[src/rtl/silife_gen_scheduler.sv]
`default_nettype none
// ============================================================================
// Module   : silife_gen_scheduler
// Brief    : Generation scheduler for the silife grid; emits single-cycle grid
//            advance pulses from free-run, single-step and burst sources.
// Option   : define SILIFE_GEN_FRAME_LOCK_EN to enable display frame lock.
// Revision : 1.0
// ============================================================================
module silife_gen_scheduler #(
  parameter int PERIOD_WIDTH = 24,
  parameter int BURST_WIDTH  = 16,
  parameter int COUNT_WIDTH  = 32
) (
  input  logic                    clk,
  input  logic                    reset,
  input  logic                    i_run,
  input  logic                    i_step,
  input  logic                    i_burst_start,
  input  logic [BURST_WIDTH-1:0]  i_burst_len,
  input  logic                    i_abort,
  input  logic [PERIOD_WIDTH-1:0] i_period,
  input  logic                    i_frame_lock,
  input  logic                    i_sync_busy,
  input  logic                    i_display_busy,
  input  logic                    i_clear_count,
  output logic                    o_grid_enable,
  output logic                    o_frame_req,
  output logic [COUNT_WIDTH-1:0]  o_gen_count,
  output logic [BURST_WIDTH-1:0]  o_burst_remaining,
  output logic                    o_busy
);

  localparam logic [2:0] c_IDLE       = 3'd0;
  localparam logic [2:0] c_WAIT_TICK  = 3'd1;
  localparam logic [2:0] c_WAIT_SYNC  = 3'd2;
  localparam logic [2:0] c_STEP       = 3'd3;
`ifdef SILIFE_GEN_FRAME_LOCK_EN
  localparam logic [2:0] c_FRAME_RISE = 3'd4;
  localparam logic [2:0] c_FRAME_FALL = 3'd5;
`endif

  logic [2:0]              r_state;
  logic [2:0]              w_next_state;
  logic                    r_pending;
  logic                    r_src_step;
  logic [PERIOD_WIDTH-1:0] r_period_cnt;
  logic [PERIOD_WIDTH-1:0] w_period_last;
  logic                    r_grid_enable;
  logic                    r_busy;
  logic [COUNT_WIDTH-1:0]  r_gen_count;
  logic [BURST_WIDTH-1:0]  r_burst_remaining;
  logic                    w_period_active;
  logic                    w_stall;

`ifdef SILIFE_GEN_FRAME_LOCK_EN
  logic                    r_frame_req;
  assign w_stall     = i_sync_busy || (i_frame_lock && i_display_busy);
  assign o_frame_req = r_frame_req;
`else
  logic                    w_unused_frame;
  assign w_unused_frame = i_frame_lock ^ i_display_busy;
  assign w_stall        = i_sync_busy;
  assign o_frame_req    = 1'b0;
`endif

  // A period of zero behaves as a period of one.
  assign w_period_last   = (i_period == '0) ? '0 : (i_period - PERIOD_WIDTH'(1));
  assign w_period_active = i_run || (r_burst_remaining != '0);

  always_comb begin
    w_next_state = r_state;
    case (r_state)
      c_IDLE: begin
        if (!i_abort) begin
          if (r_pending)            w_next_state = c_WAIT_SYNC;
          else if (w_period_active) w_next_state = c_WAIT_TICK;
        end
      end
      c_WAIT_TICK: begin
        if (i_abort)                             w_next_state = c_IDLE;
        else if (r_pending)                      w_next_state = c_WAIT_SYNC;
        else if (!w_period_active)               w_next_state = c_IDLE;
        else if (r_period_cnt == w_period_last)  w_next_state = c_WAIT_SYNC;
      end
      c_WAIT_SYNC: begin
        if (i_abort)       w_next_state = c_IDLE;
        else if (!w_stall) w_next_state = c_STEP;
      end
`ifdef SILIFE_GEN_FRAME_LOCK_EN
      c_STEP:       w_next_state = r_frame_req ? c_FRAME_RISE : c_IDLE;
      c_FRAME_RISE: if (i_display_busy)  w_next_state = c_FRAME_FALL;
      c_FRAME_FALL: if (!i_display_busy) w_next_state = c_IDLE;
`else
      c_STEP:       w_next_state = c_IDLE;
`endif
      default:      w_next_state = c_IDLE;
    endcase
  end

  // Pulse outputs are registered from the next state so they coincide with STEP.
  always_ff @(posedge clk) begin
    if (reset) begin
      r_state       <= c_IDLE;
      r_grid_enable <= 1'b0;
      r_busy        <= 1'b0;
      r_src_step    <= 1'b0;
      r_period_cnt  <= '0;
    end else begin
      r_state       <= w_next_state;
      r_grid_enable <= (w_next_state == c_STEP);
      r_busy        <= (w_next_state != c_IDLE);
      if ((w_next_state == c_WAIT_SYNC) && (r_state != c_WAIT_SYNC))
        r_src_step <= r_pending;
      if (r_state != c_WAIT_TICK)
        r_period_cnt <= '0;
      else
        r_period_cnt <= r_period_cnt + PERIOD_WIDTH'(1);
    end
  end

`ifdef SILIFE_GEN_FRAME_LOCK_EN
  always_ff @(posedge clk) begin
    if (reset) r_frame_req <= 1'b0;
    else       r_frame_req <= (w_next_state == c_STEP) && i_frame_lock;
  end
`endif

  always_ff @(posedge clk) begin
    if (reset) begin
      r_pending         <= 1'b0;
      r_burst_remaining <= '0;
      r_gen_count       <= '0;
    end else begin
      // A request arriving while the flag is still set is dropped.
      if (i_abort)
        r_pending <= 1'b0;
      else if ((r_state == c_STEP) && r_src_step)
        r_pending <= 1'b0;
      else if (i_step)
        r_pending <= 1'b1;

      if (i_abort)
        r_burst_remaining <= '0;
      else if (i_burst_start)
        r_burst_remaining <= i_burst_len;
      else if ((r_state == c_STEP) && !r_src_step && (r_burst_remaining != '0))
        r_burst_remaining <= r_burst_remaining - BURST_WIDTH'(1);

      if (i_clear_count)
        r_gen_count <= '0;
      else if (r_state == c_STEP)
        r_gen_count <= r_gen_count + COUNT_WIDTH'(1);
    end
  end

  assign o_grid_enable     = r_grid_enable;
  assign o_busy            = r_busy;
  assign o_gen_count       = r_gen_count;
  assign o_burst_remaining = r_burst_remaining;

endmodule
`default_nettype wire

[config.mk]
export PLATFORM = sky130hd
export DESIGN_NAME = silife_gen_scheduler
export DESIGN_NICKNAME = d
export VERILOG_FILES = /design/src/rtl/silife_gen_scheduler.sv
export SDC_FILE = /design/constraint.sdc
export NUM_CORES = 1
export LEC_CHECK = 0
export ABC_AREA = 1
export CORE_MARGIN = 5
export CORE_UTILIZATION = 35
export CTS_BUF_LIST = sky130_fd_sc_hd__clkbuf_4
export CTS_CLUSTER_DIAMETER = 100
export DETAILED_ROUTE_END_ITERATION = 7
export HOLD_SLACK_MARGIN = 0.05
export SYNTH_ARGS = -nofsm -noshare
export SYNTH_HDL_FRONTEND = slang
export SYNTH_SLANG_ARGS = --single-unit
[constraint.sdc]
create_clock -name clk -period 3 [get_ports clk]
set_clock_uncertainty 0.15 [all_clocks]
set_input_delay 0.3 -clock clk [delete_from_list [all_inputs] [get_ports clk]]
set_output_delay 0.3 -clock clk [all_outputs]
set_load 0.1 [all_outputs]
---- Word-level counts from Yosys, hierarchy flattened ----
Cells that the tools add are included.
word-level totals
  output and inout bits ................... 51
  flip-flop bits (word level) ............. 79
operators by class
  $add $sub $neg .......................... 4
  reductions and logical operators ........ 15
  eq/ne operators ......................... 8
  muxes and demuxes ....................... 13
operators with widths
  kind                                                 number
  adder 32 x 1 -> 32 bit, second input constant        1
  two-way mux 16 bit                                   2
  two-way mux 3 bit                                    9
  adder 24 x 1 -> 24 bit, second input constant        1
  equality test 24 bit                                 1
  logical NOT 24 bit                                   1
  two-way mux 24 bit                                   1
  subtractor 24 x 1 -> 24 bit, second input constant   1
  nonzero test 16 bit                                  1
  subtractor 16 x 1 -> 16 bit, second input constant   1
  equality test 3 x 2 -> 1 bit, second input constant  4
  one-hot mux 3 bit (3 select lines)                   1
  OR reduction 2 bit                                   3
  logical AND 1 bit                                    4
  equality test 3 x 1 -> 1 bit, second input constant  1
  logical NOT 3 bit                                    1
  != test 3 x 1 -> 1 bit, second input constant        1
  != test 3 x 2 -> 1 bit, second input constant        1
  nonzero test 3 bit                                   1
  OR reduction 3 bit                                   1
  nonzero test 2 bit                                   1
  logical NOT 1 bit                                    1
  logical OR 1 bit                                     1

---- Logic depth before layout (Yosys ltp) ----
  word-level depth ........................ 10
  mapped depth ............................ 24
  gate-level depth less buffers ........... 24

---- Least setup slack after synthesis ----
Ideal clock, no wire load.
  kind .................................... reg2reg
  from .................................... register r_gen_count[4] (netlist: o_gen_count[4])
  to ...................................... register r_gen_count[27] (netlist: o_gen_count[27])
  required time ........................... 2.774 ns
  path slack .............................. -0.048 ns
  buffers on the path ..................... 0
  arrival ................................. 2.822 ns
  stages on the path, launching flop included .. 15
  cells stage by stage .................... dfxtp_1 > nand2_1 > nor3_1 > nand2_1 > nor2_1 > nand3_1 > nor3_2 > nand3_1 > nor2_1 > nand4_1 > nor2_1 > nand3_1 > clkinv_1 > o21ai_0 > a21oi_1
between the ends
  longest elaborated chain between the ends .. 1
RTL lines
  item                    RTL line  RTL
  start, declared         50        logic [COUNT_WIDTH-1:0] r_gen_count;
  start signal, assigned  152       r_gen_count <= r_gen_count + COUNT_WIDTH'(1);
  adder 32 x 1 -> 32 bit  152
No other way between the ends.
A chain may end at the register's enable or synchronous reset.

---- Worst setup path after layout ----
  from .................................... register r_burst_remaining[0] (netlist: o_burst_remaining[0])
  to ...................................... register r_burst_remaining[2] (netlist: o_burst_remaining[2])
between the ends
  longest elaborated chain between the ends .. 3
  elaborated cells on any way between the ends .. 6
  classes of those cells .................. 1 x add/sub; 2 x mux; 3 x reduce/logical
RTL lines
  item                                                                RTL line  RTL
  start, declared                                                     51        logic [BURST_WIDTH-1:0] r_burst_remaining;
  start signal, assigned                                              145       r_burst_remaining <= i_burst_len;
  start signal, assigned                                              147       r_burst_remaining <= r_burst_remaining - BURST_WIDTH'(1);
  subtractor 16 x 1 -> 16 bit or nonzero test 16 bit (tied branches)  147, 146
  two-way mux 16 bit or logical AND 1 bit (tied branches)             146       else if ((r_state == c_STEP) && !r_src_step && (r_burst_remaining != '0))
  two-way mux 16 bit or nonzero test 2 bit (tied branches)            n/a
Parallel ways exist; a longest one is shown, timed or not. The select of a mux whose other input is x is not followed.

==> flow_metrics.tcl <==
set metrics [dict create \
    synth_seq_cells 79 \
    placedCellCount 1141 \
    dr.first_iter.drc_count 238 \
    gp_congestion 0.8682 \
    dp.final_hpwl_microns 11120 \
    async_flop_share_pct 0 \
    place_area_sq_um 6485 \
    syn_area_sq_um 5230 \
    grtUsageMet1_pct 22.46 \
    postLayoutCellArea_sq_um 6613 \
    critPathLaunchType "register" \
    areaGrowthSynthToFinish_pct 26.44 \
    grtUsageMet2_pct 24.56 \
    rrSetupSlack_ns 0.38 \
    routedWlPerCell_microns 11.89 \
    port_buffers 97 \
    wirelength_microns 13770 \
    first_global_vias 5245 \
    die_x_microns 132.2 \
    fp.dieArea_sq_um 17490 \
    fin_crit_sh_pct 87.27 \
    worstSetupEndpointType "register" \
    drcViolationCount 0 \
    cts.path.max_buffers 2 \
    firstDrtPassIters 4 \
    num_io_pins 101 \
    cts_tree "built" \
    worstSetupPathType "register to register" \
    r2r_end "o_burst_remaining[2]" \
    grt_max_degree 34 \
    setup_ws_ns 0.3818 \
    min_path_type "input pin to register" \
    grt_pass1_wl_microns 24010 \
    clkLatencyLatePin_ns 0.44 \
    tightest_slew_ns 0.5375 \
    crit_path_max_fanout 9 \
    reg2reg_depth 13 \
    setup_violations 0 \
    synth_edf_count 0 \
    start_util_pct 35.85 \
    core_area_sq_um 14590 \
    ctsHoldBuffers 0 \
    p_per_area_nw_per_um2 309.5 \
    rsz0062_at_grt "false" \
    critPathArrivalTime_ns 2.79 \
    ant_nets 0 \
    min_to "o_burst_remaining[14]" \
    status "completed" \
    numClockSinks 79 \
    maxCapViolations 0 \
    min_path_cells 3 \
    top_usage_layer "met2" \
    rr_startpoint "o_burst_remaining[0]" \
    synth_cells 843 \
    slew_violations 0 \
    cts_max_level 3 \
    met3_usage_pct 4.275 \
    pre_cts_ws_ns -0.01941 \
    routed_via_density 4.690 \
    relSlewSlack_pct 64.03 \
    die-height_microns 132.2 \
    cts.repair.resized 0 \
    period_needed_ns 2.618 \
    clk_pin_slew_ns 0.14 \
    irDropWorstVdd_mv 0.1897 \
    hold_violations 0 \
    postCtsSetupRepairBufs 0 \
    root_buffer "clkbuf_4" \
    dr_total_vias 5431 \
    fmax_mhz 381.9 \
    avgSynthCellArea_sq_um 6.204 \
    row_count 44 \
    antenna_found_initial 1 \
    worstPathRequired_ns 3.17 \
    setup_tns_ns 0 \
    ys_warn_count 0 \
    p_leak_nw 2.750 \
    synth.distinct_cells 43 \
    grt_usage_pct 15.98 \
    yosysSeqAreaShare_pct 30.24 \
    drive_above_1_share_pct 14.08 \
    ys.flop_type "dfxtp_1" \
    nets 1022 \
    cts_made_buffers 9 \
    p_total_w 0.002046 \
    final_cells 1158 \
    grt.overflow.total 0 \
    min_from "i_burst_len[14]" \
]
==> worst max-delay path by stage <==
stage	to	slack (ns)	from	cells after the start
final	o_burst_remaining[2]	0.38	o_burst_remaining[0]	13
after floorplan	o_gen_count[27]	0.02	o_gen_count[2]	14
after global placement	r_src_step	0.004	i_period[1]	24
after global routing	o_burst_remaining[2]	0.05	o_burst_remaining[0]	13
after detailed placement	r_src_step	-0.02	i_period[0]	20
after CTS	r_period_cnt[20]	0.27	r_period_cnt[0]	14
==> state kept, by name, summed over array words and instances (netlist names) <==
name / flops
r_pending: 1
o_gen_count: 32
r_src_step: 1
r_state: 3
r_period_cnt: 24
o_grid_enable: 1
o_burst_remaining: 16
o_busy: 1
==> critical path, stage by stage, from the launching register on <==
cell and delay [ns]:
dfxtp_1 0.35, inv_1 0.10, ha_1 0.19, nand2_1 0.13, nor3_1 0.28, nand2_1 0.14, inv_1 0.12, nand4_1 0.09
nand3_1 0.14, inv_1 0.10, nor2_1 0.14, clkinv_1 0.26, o221ai_1 0.26, a21oi_1 0.07
==> stage by stage <==
step,utilization (%),hold WS [ns]
after detailed placement,44.45,0.2986
after global placement,44.45,0.2947
final,45.33,0.2833
after global routing,45.33,0.2648
after CTS,45.30,0.2572
after floorplan,-,0.2224
==> metal layers <==
layer	vias up	wire length (microns)	share of wire [%]
li1	2982	-	-
met1	2340	7105	52
met2	103	5795	42
met3	6	769	5.6
met4	0	99	0.72
met5	-	0	0
==> synthesized netlist by cell type (5+ instances only) <==
cell / number / area, sq um
nor4_1: 7 / 43.79
a21oi_1: 40 / 200.2
nor3_1: 32 / 160.2
nor2_2: 9 / 56.30
dfxtp_1: 79 / 1582
nand2_2: 8 / 50.05
o21ai_0: 35 / 175.2
o221ai_1: 5 / 43.79
a31oi_1: 5 / 31.28
nand4_1: 35 / 219.0
nor2_1: 127 / 476.7
inv_1: 120 / 450.4
o21bai_1: 5 / 37.54
nand2_1: 201 / 754.5
clkbuf_1: 9 / 33.78
nand3_1: 54 / 270.3
xor2_1: 20 / 175.2
==> where the power goes <==
group | switching (W) | leakage [nW] | total (W) | internal (W)
Sequential | 0.0000141 | 0.640 | 0.00108 | 0.00106
Combinational | 0.000242 | 2.04 | 0.000399 | 0.000157
Clock | 0.000394 | 0.0669 | 0.000572 | 0.000178
Total | 0.000649 | 2.75 | 0.00205 | 0.00140
==> placed cells by master (no fill, tap or decap), types with 3 or more instances in the layout <==
cell             Yosys  final
a21oi_1             40     40
a31oi_1              5      5
buf_4                2     81
clkbuf_4             0      9
clkdlybuf4s50_1      0     47
clkinv_1             3      3
clkinv_4             0      3
dfxtp_1             79     76
dfxtp_2              0      3
ha_1                 4      4
inv_1              120    120
nand2_1            201    201
nand2_2              8      8
nand3_1             54     54
nand3_2              3      3
nand4_1             35     35
nor2_1             127    127
nor2_2               9      9
nor2_4               3      3
nor3_1              32     32
nor3_2               4      4
nor4_1               7      7
o21a_1               4      4
o21ai_0             35     35
o21bai_1             5      5
o221ai_1             5      5
xnor2_1              4      4
xor2_1              20     20
==> cell type report <==
type	instances	area [sq um]
Tap cell	184	230.2
Timing Repair Buffer	129	1099
Fill cell	1547	7976
Antenna cell	1	2.502
Clock inverter	7	56.30
Clock buffer	9	67.56
Sequential cell	79	1585
Multi-Input combinational cell	625	3107
Inverter	124	465.4
==> cells by family after synthesis <==
| logic type | after synthesis | share of synthesized area, % |
|---|---|---|
| AOI/OAI and AO/OA | 100 | 10.72 |
| adders and majority gates | 4 | 0.9570 |
| buffers and inverters | 140 | 10.43 |
| DFF | 79 | 30.24 |
| other | 1 | 0.07170 |
| and+or+nand+nor | 494 | 43.25 |
| xor gates and xnor gates | 25 | 4.330 |
Power figures use the tool's default switching activity.
